--- src/rtl/ula_pkg.sv ---
// Shared types for the multi-cycle ALU: operation codes and controller states.
package ula_pkg;

  typedef enum logic [2:0] {
    ULA_AND = 3'b000,
    ULA_OR  = 3'b001,
    ULA_ADD = 3'b010,
    ULA_MUL = 3'b011,
    ULA_NOR = 3'b100,
    ULA_RSV = 3'b101,
    ULA_SUB = 3'b110,
    ULA_SLT = 3'b111
  } ulaOp_t;

  typedef enum logic [1:0] {
    IDLE,
    EXEC,
    MUL,
    DONE
  } state_t;

endpackage

--- src/rtl/ula_mult.sv ---
// Iterative unsigned shift-add multiplier: one multiplier bit per cycle over a
// 2*WIDTH accumulator whose low half starts out holding the multiplier.
module ula_mult #(
  parameter int WIDTH = 32
) (
  input  logic                 clk,
  input  logic                 rst,
  input  logic                 load,
  input  logic [WIDTH-1:0]     mcand,
  input  logic [WIDTH-1:0]     mplier,
  output logic [2*WIDTH-1:0]   product,
  output logic                 last
);

  localparam int CW = (WIDTH > 1) ? $clog2(WIDTH) : 1;

  logic [WIDTH-1:0] mcand_q;
  logic [CW-1:0]    cnt;
  logic             running;
  logic [WIDTH:0]   partial;

  // Adder carry lands in bit WIDTH and is shifted into the accumulator MSB.
  assign partial = product[0] ? ({1'b0, product[2*WIDTH-1:WIDTH]} + {1'b0, mcand_q})
                              : {1'b0, product[2*WIDTH-1:WIDTH]};
  assign last    = running && (cnt == CW'(WIDTH - 1));

  // NOTE: sequential state is updated with non-blocking assignments only, so
  // every register samples the pre-edge values regardless of statement order.
  always_ff @(posedge clk) begin
    if (rst) begin
      product <= '0;
      mcand_q <= '0;
      cnt     <= '0;
      running <= 1'b0;
    end else if (load) begin
      product <= {{WIDTH{1'b0}}, mplier};
      mcand_q <= mcand;
      cnt     <= '0;
      running <= 1'b1;
    end else if (running) begin
      product <= {partial, product[WIDTH-1:1]};
      cnt     <= cnt + 1'b1;
      if (last) running <= 1'b0;
    end
  end

endmodule

--- src/rtl/ula_multiciclo.sv ---
// Registered WIDTH-bit ALU with start/done handshake, condition flags and a
// multi-cycle unsigned multiply for the multi-cycle MIPS datapath.
module ula_multiciclo
  import ula_pkg::*;
#(
  parameter int WIDTH = 32
) (
  input  logic             clk,
  input  logic             rst,
  input  logic             start,
  input  logic [2:0]       ulaOp,
  input  logic [WIDTH-1:0] in_A,
  input  logic [WIDTH-1:0] in_B,
  input  logic             c_In,
  output logic [WIDTH-1:0] Y,
  output logic [WIDTH-1:0] Y_hi,
  output logic             zero,
  output logic             carry,
  output logic             overflow,
  output logic             busy,
  output logic             done
);

  state_t             state;
  ulaOp_t             op_q;
  logic [WIDTH-1:0]   a_q, b_q;
  logic               cin_q;
  logic               mul_wrap;
  logic               mul_load;
  logic [2*WIDTH-1:0] product;
  logic               last;

  logic               sub_op;
  logic [WIDTH-1:0]   b_eff;
  logic [WIDTH:0]     sum;
  logic               ovf_raw;
  logic [WIDTH-1:0]   alu_y;
  logic               alu_c, alu_v;

  assign mul_load = (state == IDLE || state == DONE) && start && (ulaOp_t'(ulaOp) == ULA_MUL);

  ula_mult #(.WIDTH(WIDTH)) u_mult (
    .clk     (clk),
    .rst     (rst),
    .load    (mul_load),
    .mcand   (in_A),
    .mplier  (in_B),
    .product (product),
    .last    (last)
  );

  assign sub_op  = (op_q == ULA_SUB) || (op_q == ULA_SLT);
  assign b_eff   = sub_op ? ~b_q : b_q;
  assign sum     = {1'b0, a_q} + {1'b0, b_eff} + {{WIDTH{1'b0}}, (sub_op | cin_q)};
  assign ovf_raw = (a_q[WIDTH-1] == b_eff[WIDTH-1]) && (sum[WIDTH-1] != a_q[WIDTH-1]);

  // NOTE: every always_comb output gets a default first so no path infers a latch.
  always_comb begin
    alu_y = '0;
    alu_c = 1'b0;
    alu_v = 1'b0;
    case (op_q)
      ULA_AND: alu_y = a_q & b_q;
      ULA_OR:  alu_y = a_q | b_q;
      ULA_NOR: alu_y = ~(a_q | b_q);
      ULA_ADD, ULA_SUB: begin
        alu_y = sum[WIDTH-1:0];
        alu_c = sum[WIDTH];
        alu_v = ovf_raw;
      end
      ULA_SLT: alu_y = {{(WIDTH-1){1'b0}}, sum[WIDTH-1] ^ ovf_raw};
      default: alu_y = '0;
    endcase
  end

  // The MUL state spends one extra cycle after the final iteration with busy
  // low, so the finished product is registered a cycle after the core settles.
  always_ff @(posedge clk) begin
    if (rst) begin
      state    <= IDLE;
      op_q     <= ULA_AND;
      a_q      <= '0;
      b_q      <= '0;
      cin_q    <= 1'b0;
      mul_wrap <= 1'b0;
      Y        <= '0;
      Y_hi     <= '0;
      zero     <= 1'b1;
      carry    <= 1'b0;
      overflow <= 1'b0;
      busy     <= 1'b0;
      done     <= 1'b0;
    end else begin
      case (state)
        IDLE, DONE: begin
          done <= 1'b0;
          if (start) begin
            op_q     <= ulaOp_t'(ulaOp);
            a_q      <= in_A;
            b_q      <= in_B;
            cin_q    <= c_In;
            busy     <= 1'b1;
            mul_wrap <= 1'b0;
            state    <= (ulaOp_t'(ulaOp) == ULA_MUL) ? MUL : EXEC;
          end else begin
            state <= IDLE;
          end
        end
        EXEC: begin
          Y        <= alu_y;
          Y_hi     <= '0;
          zero     <= (alu_y == '0);
          carry    <= alu_c;
          overflow <= alu_v;
          busy     <= 1'b0;
          done     <= 1'b1;
          state    <= DONE;
        end
        MUL: begin
          if (mul_wrap) begin
            Y        <= product[WIDTH-1:0];
            Y_hi     <= product[2*WIDTH-1:WIDTH];
            zero     <= (product == '0);
            carry    <= 1'b0;
            overflow <= 1'b0;
            done     <= 1'b1;
            mul_wrap <= 1'b0;
            state    <= DONE;
          end else if (last) begin
            busy     <= 1'b0;
            mul_wrap <= 1'b1;
          end
        end
        default: state <= IDLE;
      endcase
    end
  end

endmodule

--- config.mk ---
export PLATFORM = sky130hd
export DESIGN_NAME = ula_multiciclo
export DESIGN_NICKNAME = d
export VERILOG_FILES = /design/src/rtl/ula_pkg.sv /design/src/rtl/ula_mult.sv /design/src/rtl/ula_multiciclo.sv
export SDC_FILE = /design/constraint.sdc
export NUM_CORES = 1
export LEC_CHECK = 0
export ABC_AREA = 1
export BUFFER_PORTS_ARGS = -buffer_cell sky130_fd_sc_hd__buf_2
export CAP_MARGIN = 25
export CORE_MARGIN = 2
export CORE_UTILIZATION = 27
export DETAILED_ROUTE_END_ITERATION = 12
export HOLD_SLACK_MARGIN = 0.05
export PLACE_DENSITY = 0.51
export SLEW_MARGIN = 30
export SYNTH_ARGS = -nofsm -noshare
export SYNTH_HDL_FRONTEND = slang
export SYNTH_HIERARCHICAL = 1
export SYNTH_SLANG_ARGS = --single-unit
--- constraint.sdc ---
create_clock -name clk -period 4.45 [get_ports clk]
set_input_delay 0.2225 -clock clk [delete_from_list [all_inputs] [get_ports clk]]
set_output_delay 0.2225 -clock clk [all_outputs]
set_load 0.02 [all_outputs]
Yosys cells after proc, flatten, opt, wreduce, memory -nomap -nowiden
Index checks and enable logic that the tools add are counted.
{ "word_totals": {"regBits": 242, "wordCells": 97} }
{ "op_classes": {"eq_ne": 16, "n_reduce_logical": 20, "n_bitwise": 6, "addsub": 4, "n_mux": 33} }
{ "ops": {"columns": ["op", "count"], "rows": [
  ["32-bit 2-to-1 mux", 5],
  ["32-bit one-hot mux with 5 select lines", 1],
  ["32-bit one-hot mux with 2 select lines", 2],
  ["32-bit by 32-bit adder with 33-bit output", 2],
  ["64-bit zero test", 1],
  ["32-bit inverter", 2],
  ["33-bit by 1-bit adder with 33-bit output", 1],
  ["33-bit 2-to-1 mux", 1],
  ["32-bit bitwise AND", 1],
  ["32-bit zero test", 1],
  ["32-bit OR", 1],
  ["1-bit 2-to-1 mux", 14],
  ["3-bit == test, second input constant", 3],
  ["2-bit inequality test, second input constant", 4],
  ["1-bit one-hot mux with 2 select lines", 4],
  ["3-bit by 2-bit == test with 1-bit output, second input constant", 2],
  ["2-bit 2-to-1 mux", 3],
  ["1-bit one-hot mux with 3 select lines", 2],
  ["2-bit one-hot mux with 3 select lines", 1],
  ["2-bit AND reduction", 3],
  ["2-bit nonzero test", 3],
  ["2-bit OR reduction", 3],
  ["5-bit by 1-bit adder with 5-bit output, second input constant", 1],
  ["5-bit == test, second input constant", 1],
  ["other kinds (12)", 17]
]} }

Depth between registers and ports, before layout
{ "logic_depth": {"ltp_word": 11, "ltp_mapped": 25, "mapped_depth_nobuf": 23} }

By module
Netlist, hierarchy kept.
{ "by_module_without_submodules": {"columns": ["module", "area_each_um2", "instances", "seq_area_each_um2", "cells_per_inst"], "rows": [
  ["ula_multiciclo", 9097.5, 1, 2802.7, 1434],
  ["ula_mult", 6675.2, 1, 2042.0, 1106]
]} }

Least setup slack after synthesis
No wires, ideal clock.
{ "synth_timing": {"path_kind": "flip-flop to flip-flop", "startpoint": "register op_q[2]", "endpoint": "register zero", "synth_period_minus_slack_ps": 3280, "setup_time_ps": 58, "t_arrival_ps": 3222, "path_slack_ps": 1170, "stages_incl_launch_ff": 26, "path_cell_list": "dfxtp_1 -> buf_2 -> nand2_1 -> buf_1 -> xor2_1 -> fa_1 -> fa_1 -> inv_1 -> nand2_1 -> nand2_1 -> nand3_1 -> nand2_1 -> nand2_1 -> nand2_1 -> nand2_1 -> nand2_1 -> nand2_1 -> nand3_1 -> nand2_1 -> nor2_1 -> nand3_1 -> nor2_1 -> nand3_1 -> nand2_1 -> nand2_1 -> nand2_1"} }
{ "synth_between": {"elab_chain_cells": 11, "elab_cells_between_ends": 19, "classes_between": "2 x add/sub; 7 x eq/ne; 3 x mux; 2 x bitwise; 5 x reduce/logical"} }
{ "synth_rtl": {"columns": ["item", "line_no", "rtl"], "rows": [
  ["start, declared", "ula_multiciclo.sv:25", "ulaOp_t op_q;"],
  ["start signal, assigned", "ula_multiciclo.sv:98", "op_q <= ulaOp_t'(ulaOp);"],
  ["3-bit == test", "ula_multiciclo.sv:52, ula_multiciclo.sv:62", null],
  ["1-bit logical OR", "ula_multiciclo.sv:52", "assign sub_op = (op_q == ULA_SUB) || (op_q == ULA_SLT);"],
  ["32-bit 2-to-1 mux", "ula_multiciclo.sv:53", "assign b_eff = sub_op ? ~b_q : b_q;"],
  ["32-bit by 32-bit adder with 33-bit output", "ula_multiciclo.sv:54", "assign sum = {1'b0, a_q} + {1'b0, b_eff} + {{WIDTH{1'b0}}, (sub_op | cin_q)};"],
  ["33-bit by 1-bit adder with 33-bit output", "ula_multiciclo.sv:54", null],
  ["1-bit inequality test", "ula_multiciclo.sv:55", "assign ovf_raw = (a_q[WIDTH-1] == b_eff[WIDTH-1]) && (sum[WIDTH-1] != a_q[WIDTH-1]);"],
  ["1-bit logical AND", "ula_multiciclo.sv:55", null],
  ["1-bit XOR", "ula_multiciclo.sv:71", "ULA_SLT: alu_y = {{(WIDTH-1){1'b0}}, sum[WIDTH-1] ^ ovf_raw};"],
  ["32-bit one-hot mux with 5 select lines *", "ula_multiciclo.sv:62", "case (op_q)"],
  ["32-bit zero test *", "ula_multiciclo.sv:112", "zero <= (alu_y == '0);"],
  ["1-bit one-hot mux with 2 select lines *", "ula_multiciclo.sv:94", "case (state)"],
  ["end signal, assigned", "ula_multiciclo.sv:112", null],
  ["end signal, assigned", "ula_multiciclo.sv:123", "zero <= (product == '0);"],
  ["end, declared", "ula_multiciclo.sv:17", "output logic zero,"]
]} }
Every way passes the cells marked *; elsewhere a longest branch is shown, timed or not.
A chain may end at the register's enable or synchronous reset.

Worst setup path after layout
Same ends and word-level chain as after synthesis.

==> results.md <==
- RSZ-0062 raised after global routing: no
- Total CTS buffers: 28
- # DRC: 0
- Final hold slack: roughly 100 ps
- CTS Sinks: 242
- Slew Limit Fails: 0
- Synth Area in Compound Gates: 0.1791
- Worst-skew pair later-pin latency: 590 ps
- Top_reg_cell synth: dfxtp_1
- Die W: 245.7 µm
- Sequential area share after synthesis: 0.3072
- Switch share: 0.4627
- Number of global-route vias before repair: around 16000
- M1 GR Usage: 0.2607
- EDFF count, synth: 0
- Initial antenna violation count: 0
- Worst setup SP type: flop
- Synth-to-Final Area Change: 19.07%
- Hold Crit Start: ulaOp[1]
- Core area: 57700 µm²
- Synth Area in XOR/XNOR: 0.02443
- Worst slew pin tran: 937.7 ps
- CTS Buffer Depth: 3
- Pre-antenna DRT Iters: 5
- Share of layout cells above drive strength 1: 0.09487
- Routed via count: 16960
- Number of cells on the worst reg-to-reg path: 24
- Yosys Warn Count: 6
- PostCTS Resize Cnt: 0
- GRT overflow: 0
- Clock transition at path regs: 70 ps
- Setup bufs post-CTS: 0
- Post-synthesis mux area share: 0
- FF-to-FF Start: op_q[2]
- Gr usage total: 0.2054
- Final Skew: 29.00 ps
- Reg2Reg Capture Point: zero
- Worst-path maximum fanout: 32
- Core Rows: 88
- CP required: 4990 ps
- Grt met3 use: 0.01790
- Count of different cell masters after synthesis: 50
- Initial DRC count: between 1000 and 1500
- Adder-cell share of the synthesized area: 0.05696
- Setup TNS: 0 ps
- Htree depth: 1
- Gr busiest metal: met2
- Avg Inst Size Synth: approximately 6.2 µm²
- CTS tree: built
- WP data arrival: 4100 ps
- Synth Area in Simple Gates: 0.3195
- PwrDens: 524.4 nW/µm²
- Vias/cell: 4.882
- Met2 Use GR: 0.3604
- Final nets: 2830
- Starting Density: 0.2734
- Final Hold Viols: 0
- WHS Endpoint: op_q[1]
- Synth Cell Area: 15770 µm²
- Mapped Nets: between 2000 and 3000
- Internal Power: 0.005291 W
- Flop pwr share: 0.296
- Max Fclk: between 200 and 300 MHz
- Final worst-path cycle share: 0.7995
- Lkg Pwr: 8.838 nW
- Crit end category: flop
- Worst slew margin: 0.3734
- Max IR drop VDD: 320.3 µV
- Clk network pwr share: 0.247
- Worst Hold Class: in2reg
- Largest family of logic cells by synthesized area: simple AND/OR/NAND/NOR gates
- Crit path launch: op_q[2]
- Max Cap Violations: 0
- Count of final setup violators: 0
- Ports: 140
- P_sw: 0.004556 W
- Outcome: finished clean
- R2r setup slk: 890 ps
- Die ar.: 60370 µm²
- Detailed placer's ending HPWL: 48.88 mm
- Routability Congestion: 0.9811
- Critical path class: reg2reg
- Final core utilization: 0.3255
- # port buffers: 139
- Comb power frac: 0.458
- Wire per inst: 18.33 µm
- #FFs+latches synth: 242
- Antenna viol nets, final: 0
- Final min period: 3558 ps
- Die height: 245.7 µm
- FFs w/ async S/R, synth: 0
- Number of diodes: 0
- Worst Hold Path Cells: 3
- Gate Count Post-Synth: approximately 2500
- WL final: approximately 64 mm
- CTS root buffer: clkbuf_16
- Largest net degree at the start of global routing: 64
- First-pass GRT wire length: 96.16 mm
-- flip-flops by register name (all words and copies together) (netlist names) --
register,count
busy,1
u_mult/product,64
overflow,1
carry,1
a_q,32
Y,32
u_mult/cnt,5
u_mult/running,1
done,1
cin_q,1
state,2
b_q,32
zero,1
mul_wrap,1
op_q,3
Y_hi,32
u_mult/mcand_q,32
-- cell usage in the layout (no fill, tap or decap), types with 28 or more instances in the layout --
cell type | netlist | routed
a21oi_1 | 231 | 231
buf_2 | 16 | 139
clkbuf_16 | 0 | 28
dfxtp_1 | 242 | 241
dlygate4sd3_1 | 0 | 67
ha_1 | 67 | 67
inv_1 | 344 | 342
nand2_1 | 673 | 672
nand3_1 | 140 | 140
nor2_1 | 255 | 254
nor3_1 | 49 | 49
o21ai_0 | 190 | 190
xor2_1 | 39 | 39
-- how the worst max path moves through the flow --
stage / cells after the start / end
finish: 24 / zero
global route: 24 / zero
CTS: 24 / zero
detailed placement: 24 / zero
global placement: 24 / zero
floorplan: 25 / zero
-- cell type report --
type / instances / area [µm²]
multi-input cells: 1834 / 9163
flip-flops and latches: 242 / 4846
clock inverters: 12 / 138.9
clock buffers: 38 / 818.3
repair buffers: 223 / 1506
well taps: 765 / 957.2
fillers: 6428 / 38910
inverters: 360 / 1351
-- layer usage --
| layer | part of all wire | up-vias | wire length, µm |
|---|---|---|---|
| met4 | 0.039 | 0 | 2477 |
| met5 | 0 | - | 0 |
| li1 | - | 8526 | - |
| met1 | 0.44 | 7909 | 27890 |
| met2 | 0.48 | 429 | 30780 |
| met3 | 0.040 | 96 | 2533 |
-- critical path, stage by stage (launching register included) --
cell,delay (ps)
dfxtp_1,500
nand2_1,150
buf_12,220
xor2_1,180
fa_1,420
fa_1,440
inv_1,140
nand2_1,90
nand2_1,90
nand3_1,100
nand2_1,110
nand2_1,70
nand2_1,90
nand2_1,50
nand3_1,80
nand2_1,80
inv_1,70
nand2_1,40
nor2_1,100
nand3_1,100
nor2_1,110
nand3_1,100
nand2_1,70
nand2_1,50
nand2_1,60
-- metrics by stage --
stage	setup WS, ps	power (W)	cells	instance area (µm²)
floorplan	1170	0.005815	2540	15770
global placement	967.0	0.007356	3357	17150
detailed placement	908.1	0.007373	3357	17150
CTS	916.0	0.009882	3474	18780
global route	500.4	0.01047	3474	18780
finish	892.1	0.009848	3474	18780
-- cells by family (layout without fill, tap and decap cells) --
logic type	after synthesis	after routing
AO/OA/AOI/OAI	516	516
XOR/XNOR	44	44
adder cells (fa/ha/maj)	70	70
buffers and inverters	464	633
flip-flops	242	242
AND/OR/NAND/NOR	1204	1204
-- synth_stat cells, drive strengths merged, types with 3 or more instances --
cell	n	area, µm²
nand2	687	2619
inv	357	1340
nor2	263	1017
dfxtp	242	4845
a21oi	235	1191
o21ai	203	1016
nand3	143	730.7
ha	67	838.3
clkbuf	63	236.5
nor3	52	281.5
buf	41	192.7
xor2	39	341.6
nand4	19	118.9
nor4	18	112.6
nand3b	17	127.6
a22oi	13	97.59
o211ai	13	97.59
a311oi	12	111.4
o221ai	11	96.34
a31oi	10	62.56
o21bai	6	45.04
xnor2	5	43.79
a21o	4	30.03
clkinv	3	11.26
fa	3	60.06
-- timing repair --
action | 4_1_cts | 5_1_grt
hold buffers | 67 | 0
setup endpoints to repair | 0 | 0
endpoints found under the hold margin | 111 | 0
-- power groups by stage --
stage / Sequential, W / Clock, W / Combinational (W)
5_1_grt: 0.00296 / 0.00257 / 0.00495
2_1_floorplan: 0.00300 / 0 / 0.00281
4_1_cts: 0.00291 / 0.00248 / 0.00449
3_3_place_gp: 0.00294 / 0 / 0.00441
6_report: 0.00291 / 0.00243 / 0.00451
3_5_place_dp: 0.00295 / 0 / 0.00442
Note: power is estimated with default switching activity, not from simulation.
